==> src/rtl/fp16_pkg.sv <==
// Shared FP16 definitions for the vector add/subtract units.
package fp16_pkg;

  localparam int unsigned LANE_W = 16;

  localparam int          FP16_BIAS    = 15;
  localparam logic [4:0]  FP16_EXP_MAX = 5'd31;
  localparam logic [15:0] FP16_QNAN    = 16'h7E00;
  localparam logic [15:0] FP16_MAX     = 16'h7BFF;
  localparam logic [15:0] FP16_INF     = 16'h7C00;

  typedef struct packed {
    logic       sign;
    logic [4:0] exp;
    logic [9:0] mant;
  } fp16_t;

endpackage

==> src/rtl/fp16_addsub_lane.sv <==
// Combinational single-lane FP16 add/subtract (a + b, or a - b when sub_i).
// Flush-to-zero on inputs and underflow, truncating rounding.
// Build option: define VSUB_SAT_EN to saturate overflow to max finite instead of infinity.
module fp16_addsub_lane
  import fp16_pkg::*;
(
  input  logic [LANE_W-1:0] a_i,
  input  logic [LANE_W-1:0] b_i,
  input  logic              sub_i,
  output logic [LANE_W-1:0] y_o
);

  fp16_t a, b, b_eff, big, sml;
  logic  a_nan, b_nan, a_inf, b_inf, a_zero, b_zero;
  logic  a_big;
  logic [4:0]  ediff;
  logic [3:0]  shamt;
  logic [13:0] big_sig, sml_sig;
  logic [14:0] sum;
  logic [3:0]  lead, lshift;
  logic [9:0]  res_mant;
  logic signed [6:0] res_exp;
  logic [LANE_W-1:0] ovf_val;

  assign a     = a_i;
  assign b     = b_i;
  assign b_eff = {b.sign ^ sub_i, b.exp, b.mant};

  assign a_nan  = (a.exp == FP16_EXP_MAX) && (a.mant != '0);
  assign b_nan  = (b.exp == FP16_EXP_MAX) && (b.mant != '0);
  assign a_inf  = (a.exp == FP16_EXP_MAX) && (a.mant == '0);
  assign b_inf  = (b.exp == FP16_EXP_MAX) && (b.mant == '0);
  assign a_zero = (a.exp == '0);
  assign b_zero = (b.exp == '0);

  // Order operands by magnitude so the magnitude subtraction never goes negative.
  always_comb begin
    a_big   = {a.exp, a.mant} >= {b.exp, b.mant};
    big     = a_big ? a : b_eff;
    sml     = a_big ? b_eff : a;
    ediff   = big.exp - sml.exp;
    shamt   = (ediff > 5'd15) ? 4'd15 : ediff[3:0];
    big_sig = {1'b1, big.mant, 3'b000};
    sml_sig = {1'b1, sml.mant, 3'b000} >> shamt;
    if (big.sign == sml.sign) begin
      sum = {1'b0, big_sig} + {1'b0, sml_sig};
    end else begin
      sum = {1'b0, big_sig} - {1'b0, sml_sig};
    end
  end

  // Leading-one position of the raw sum.
  always_comb begin
    lead = '0;
    for (int i = 0; i < 15; i++) begin
      if (sum[i]) begin
        lead = 4'(i);
      end
    end
  end

  // Normalise so the hidden bit sits at bit 13, then drop the 3 guard bits.
  always_comb begin
    lshift = 4'd13 - lead;
    if (sum[14]) begin
      res_mant = sum[13:4];
      res_exp  = $signed({2'b00, big.exp}) + 7'sd1;
    end else begin
      res_mant = 10'((sum << lshift) >> 3);
      res_exp  = $signed({2'b00, big.exp}) - $signed({3'b000, lshift});
    end
  end

`ifdef VSUB_SAT_EN
  assign ovf_val = {big.sign, FP16_MAX[14:0]};
`else
  assign ovf_val = {big.sign, FP16_INF[14:0]};
`endif

  // Special-case priority: NaN, infinities, zeros, then the normal datapath.
  always_comb begin
    y_o = '0;
    if (a_nan || b_nan || (a_inf && b_inf && (a.sign != b_eff.sign))) begin
      y_o = FP16_QNAN;
    end else if (a_inf) begin
      y_o = {a.sign, FP16_INF[14:0]};
    end else if (b_inf) begin
      y_o = {b_eff.sign, FP16_INF[14:0]};
    end else if (a_zero && b_zero) begin
      y_o = {a.sign & b_eff.sign, 15'd0};
    end else if (a_zero) begin
      y_o = b_eff;
    end else if (b_zero) begin
      y_o = a;
    end else if (sum == '0) begin
      y_o = '0;
    end else if (res_exp < 7'sd1) begin
      y_o = {big.sign, 15'd0};
    end else if (res_exp >= $signed({2'b00, FP16_EXP_MAX})) begin
      y_o = ovf_val;
    end else begin
      y_o = {big.sign, res_exp[4:0], res_mant};
    end
  end

endmodule

==> src/rtl/vsub_seq.sv <==
// Sequential FP16 vector subtractor: diff = op_1 - op_2, one lane per clock,
// start/busy/done handshake. Overflow behaviour follows VSUB_SAT_EN (see lane unit).
module vsub_seq
  import fp16_pkg::*;
#(
  parameter int unsigned LANES = 16
) (
  input  logic                    clk,
  input  logic                    rst_n,
  input  logic                    start,
  input  logic [LANE_W*LANES-1:0] op_1,
  input  logic [LANE_W*LANES-1:0] op_2,
  output logic                    busy,
  output logic                    done,
  output logic [LANE_W*LANES-1:0] diff
);

  localparam int unsigned     CntW     = (LANES > 1) ? $clog2(LANES) : 1;
  localparam logic [CntW-1:0] LastLane = CntW'(LANES - 1);

  typedef enum logic [1:0] {StIdle, StRun, StDone} state_e;

  state_e state_q, state_d;
  logic [CntW-1:0] cnt_q, cnt_d;
  logic [LANES-1:0][LANE_W-1:0] op1_q, op1_d, op2_q, op2_d, diff_q, diff_d;
  logic busy_q, busy_d, done_q, done_d;
  logic [LANE_W-1:0] lane_y;

  fp16_addsub_lane u_lane (
    .a_i   (op1_q[cnt_q]),
    .b_i   (op2_q[cnt_q]),
    .sub_i (1'b1),
    .y_o   (lane_y)
  );

  // Next-state: capture on accepted start, write one lane per RUN cycle.
  always_comb begin
    state_d = state_q;
    cnt_d   = cnt_q;
    op1_d   = op1_q;
    op2_d   = op2_q;
    diff_d  = diff_q;
    unique case (state_q)
      StIdle, StDone: begin
        if (start) begin
          state_d = StRun;
          cnt_d   = '0;
          op1_d   = op_1;
          op2_d   = op_2;
        end else begin
          state_d = StIdle;
        end
      end
      StRun: begin
        diff_d[cnt_q] = lane_y;
        if (cnt_q == LastLane) begin
          state_d = StDone;
          cnt_d   = '0;
        end else begin
          cnt_d = cnt_q + 1'b1;
        end
      end
      default: state_d = StIdle;
    endcase
    busy_d = (state_d == StRun);
    done_d = (state_d == StDone);
  end

  // State and registered outputs; reset discards any partial result.
  always_ff @(posedge clk or negedge rst_n) begin
    if (!rst_n) begin
      state_q <= StIdle;
      cnt_q   <= '0;
      op1_q   <= '0;
      op2_q   <= '0;
      diff_q  <= '0;
      busy_q  <= 1'b0;
      done_q  <= 1'b0;
    end else begin
      state_q <= state_d;
      cnt_q   <= cnt_d;
      op1_q   <= op1_d;
      op2_q   <= op2_d;
      diff_q  <= diff_d;
      busy_q  <= busy_d;
      done_q  <= done_d;
    end
  end

  assign busy = busy_q;
  assign done = done_q;
  assign diff = diff_q;

endmodule
==> config.mk <==
export PLATFORM = sky130hd
export DESIGN_NAME = vsub_seq
export DESIGN_NICKNAME = d
export VERILOG_FILES = /design/src/rtl/fp16_pkg.sv /design/src/rtl/fp16_addsub_lane.sv /design/src/rtl/vsub_seq.sv
export SDC_FILE = /design/constraint.sdc
export NUM_CORES = 2
export LEC_CHECK = 0
export CAP_MARGIN = 10
export CORE_MARGIN = 8
export CORE_UTILIZATION = 45
export CTS_BUF_LIST = sky130_fd_sc_hd__clkbuf_4
export CTS_CLUSTER_SIZE = 12
export DETAILED_ROUTE_END_ITERATION = 10
export PLACE_DENSITY = 0.75
export SETUP_SLACK_MARGIN = 0.05
export SLEW_MARGIN = 15
export SYNTH_ARGS = -nofsm -noshare
export SYNTH_HDL_FRONTEND = slang
export SYNTH_HIERARCHICAL = 1
export SYNTH_SLANG_ARGS = --single-unit
==> constraint.sdc <==
create_clock -name clk -period 11.8 [get_ports clk]
set_clock_uncertainty 0.1 [all_clocks]
set_input_delay 2.36 -clock clk [delete_from_list [all_inputs] [get_ports clk]]
set_output_delay 2.36 -clock clk [all_outputs]
set_load 0.005 [all_outputs]
==> flow_metrics.env <==
export IMPL_root_buffer="clkbuf_4"
export IMPL_async_flop_share=1.00
export IMPL_nFillCells=6580
export IMPL_routed_via_density=5.64
export IMPL_cp_num_cells=58
export IMPL_finalCriticalPeriod_ns=11.61
export IMPL_grt_max_degree=189
export IMPL_slowest_stage="mux4_2"
export IMPL_grt_overflow=0
export IMPL_seqCellArea_um2=19400
export IMPL_yosysWarningCount=6
export IMPL_crit_family="compound AO/OA/AOI/OAI gates"
export IMPL_hold_depth=1
export IMPL_cts_inserted_buffers=199
export IMPL_status="completed"
export IMPL_startpoint_type="flip-flop"
export IMPL_nNetsFinal=4398
export IMPL_gp_congestion=0.945
export IMPL_netlist_area_um2=38200
export IMPL_drtIter0Drc=2259
export IMPL_route_vias_total=29172
export IMPL_firstDrtPassIters=6
export IMPL_clk_latency_ns=1.12
export IMPL_worstMarginPinSlew_ns=1.24
export IMPL_cts_tree="built"
export IMPL_dieArea_um2=94400
export IMPL_grt_pass1_vias=30225
export IMPL_synth_edf_count=0
export IMPL_synthesis_nets=3344
export IMPL_drt_total_wl_mm=135
export IMPL_crit_fanout=8
export IMPL_yosys_area_top_type_share=0.509
export IMPL_dpl_cell_area_um2=48500
export IMPL_path_buf_inv=5
export IMPL_ioPinCount=773
export IMPL_hold_violations=0
export IMPL_rows=107
export IMPL_r2r_cells=58
export IMPL_core_um2=84600
export IMPL_setup_viol=0
export IMPL_drive_gt1_frac=0.420
export IMPL_cp_required_ns=12.70
export IMPL_netlist_top_cells_area="dfrtp_1 51%, mux2_2 22%, mux4_2 7.7%"
export IMPL_ant_nets=0
export IMPL_arrival_ns=12.51
export IMPL_synth_seq_cells=776
export IMPL_cpPeakStageDelay_ns=0.53
export IMPL_wl_per_cell_um=26.2
export IMPL_hp_class="reg2reg"
export IMPL_critPathCaptureType="flip-flop"
export IMPL_yosys_area_top_type="dfrtp_1"
export IMPL_synth_ff_type="dfrtp_1"
export IMPL_multi_input_area_um2=18700
export IMPL_rsz0062_at_grt="true"
export IMPL_fmax_mhz=86.1
export IMPL_ys_types=113
export IMPL_start_util=0.451
export IMPL_cts_buffer_depth=3
export IMPL_stdcell_area_um2=52700
export IMPL_fp_dieH_um=307
export IMPL_syn_area_per_cell_um2=13.7
export IMPL_maxCapViolCount=0
export IMPL_holdBufCountCts=0
export IMPL_ys_seq_area_frac=0.509
export IMPL_slew_viol_final=0
export IMPL_grt_pass1_wl_mm=195
export IMPL_hold_ws_ns=0.396
export IMPL_htree_levels=4
export IMPL_synth_cells=2779
export IMPL_drc_errors=0
export IMPL_dpl_hpwl_mm=101
export IMPL_post_route_period_util=0.984
export IMPL_grt_usage=0.275
export IMPL_io_buffers=772
export IMPL_clkTransAtPathRegs_ns=0.07
export IMPL_antenna_found_initial=54
export IMPL_syn_to_final_growth_pct=38.1
export IMPL_clkSinkCount=776
export IMPL_chipWidth_um=307
export IMPL_relSlewSlack=0.172
export IMPL_critPathKind="reg2reg"
[repair_timing]
action,4_1_cts,5_1_grt
setup endpoints to repair,208,240
setup buffers,8,35
resized for setup,23,181
cloned,2,8
pin swaps,8,49
[stage by stage]
step	std cells	utilization	setup TNS, ns	setup WS (ns)
3_5_place_dp	4724	0.574	-24.27	-0.358
3_3_place_gp	4724	0.574	-4.18	-0.135
5_1_grt	5164	0.623	-37.96	-0.331
2_1_floorplan	2779	-	-0.827	-0.0563
4_1_cts	5090	0.607	0	0.0578
6_report	5176	0.623	0	0.186
[path summary, 6_finish.rpt]
check | startpoint | end | slack (ns)
min in group asynchronous | rst_n | op2_q[154] | 1.19
max in group asynchronous | rst_n | diff[190] | 8.17
hold reg to reg | diff[138] | diff[138] | 0.40
setup / recovery | cnt_q[0] | diff[216] | 0.19
hold / removal | diff[138] | diff[138] | 0.40
setup reg to reg | cnt_q[0] | diff[216] | 0.19
[cells in the mapped netlist, types with 6 or more instances]
cell       count
mux2i_1       27
and3_1        15
and2_1        15
buf_2         81
a31oi_1       10
o22ai_1        8
mux2_2       736
nor2_1        81
o2111ai_1      6
o21ai_0       56
nor2b_1       11
a21o_1        18
nand2_1      130
o21ai_1       10
o211ai_1      12
or3_1         10
nand2b_1      11
ha_1          48
inv_1         51
or2_2          7
a21oi_1       65
a221oi_1       7
mux2_1        40
nand3_1       23
o221ai_1       6
dfrtp_1      776
nor3_1        25
a211oi_1      12
nor4_1         9
a22oi_1       74
buf_4         10
mux4_2       130
buf_1          6
buf_6         18
clkbuf_1      69
xnor2_1       10
nand4_1        6
o21a_1         7
[final cells by class]
cell class	instances	share of cell area
clock buffers	293	0.0417
repair buffers	1038	0.195
clock inverters	63	0.00774
inverters	55	0.00392
flip-flops and latches	776	0.368
well taps	1144	0.0271
diodes	44	0.00209
multi-input cells	1763	0.354
[registers in the layout, indices dropped and copies added (netlist names)]
| name | cells |
|---|---|
| diff | 256 |
| cnt_q | 4 |
| op2_q | 256 |
| done | 1 |
| state_q | 2 |
| op1_q | 256 |
| busy | 1 |
[cell families (layout without fill, tap and decap cells)]
logic type,Yosys count,after routing,synth area share
multiplexers,935,935,0.313
flip-flops,776,776,0.509
AND/OR/NAND/NOR,390,390,0.0549
AO/OA/AOI/OAI,374,374,0.0722
buffers and inverters,240,1449,0.0308
adder cells (fa/ha/maj),50,50,0.0168
XOR/XNOR,13,13,0.00298
other,1,45,0.0000982
[per-layer routing]
metal	track usage	wire, um	vias to the layer above
li1	-	-	12667
met1	0.327	51400	14992
met2	0.465	68700	1199
met3	0.0759	9700	282
met4	0.122	5350	32
met5	0	207	-
[cells in the final DEF, fill, tap and decap left out, drive strengths merged, types with 8 or more instances in the layout]
cell type,instances
a211oi,13
a21o,18
a21oi,67
a221oi,10
a22oi,74
a31oi,12
and2,15
and3,16
buf,261
clkbuf,299
clkdlybuf4s50,771
clkinv,49
dfrtp,776
diode,44
ha,48
inv,59
mux2,777
mux2i,28
mux4,130
nand2,135
nand2b,11
nand3,24
nor2,87
nor2b,11
nor3,31
nor4,14
o211ai,12
o21ai,66
o22ai,8
or2,8
or3,10
xnor2,10
Power is not shown: default switching activity piles up to over one toggle a cycle in this logic, so the estimate is an artifact.
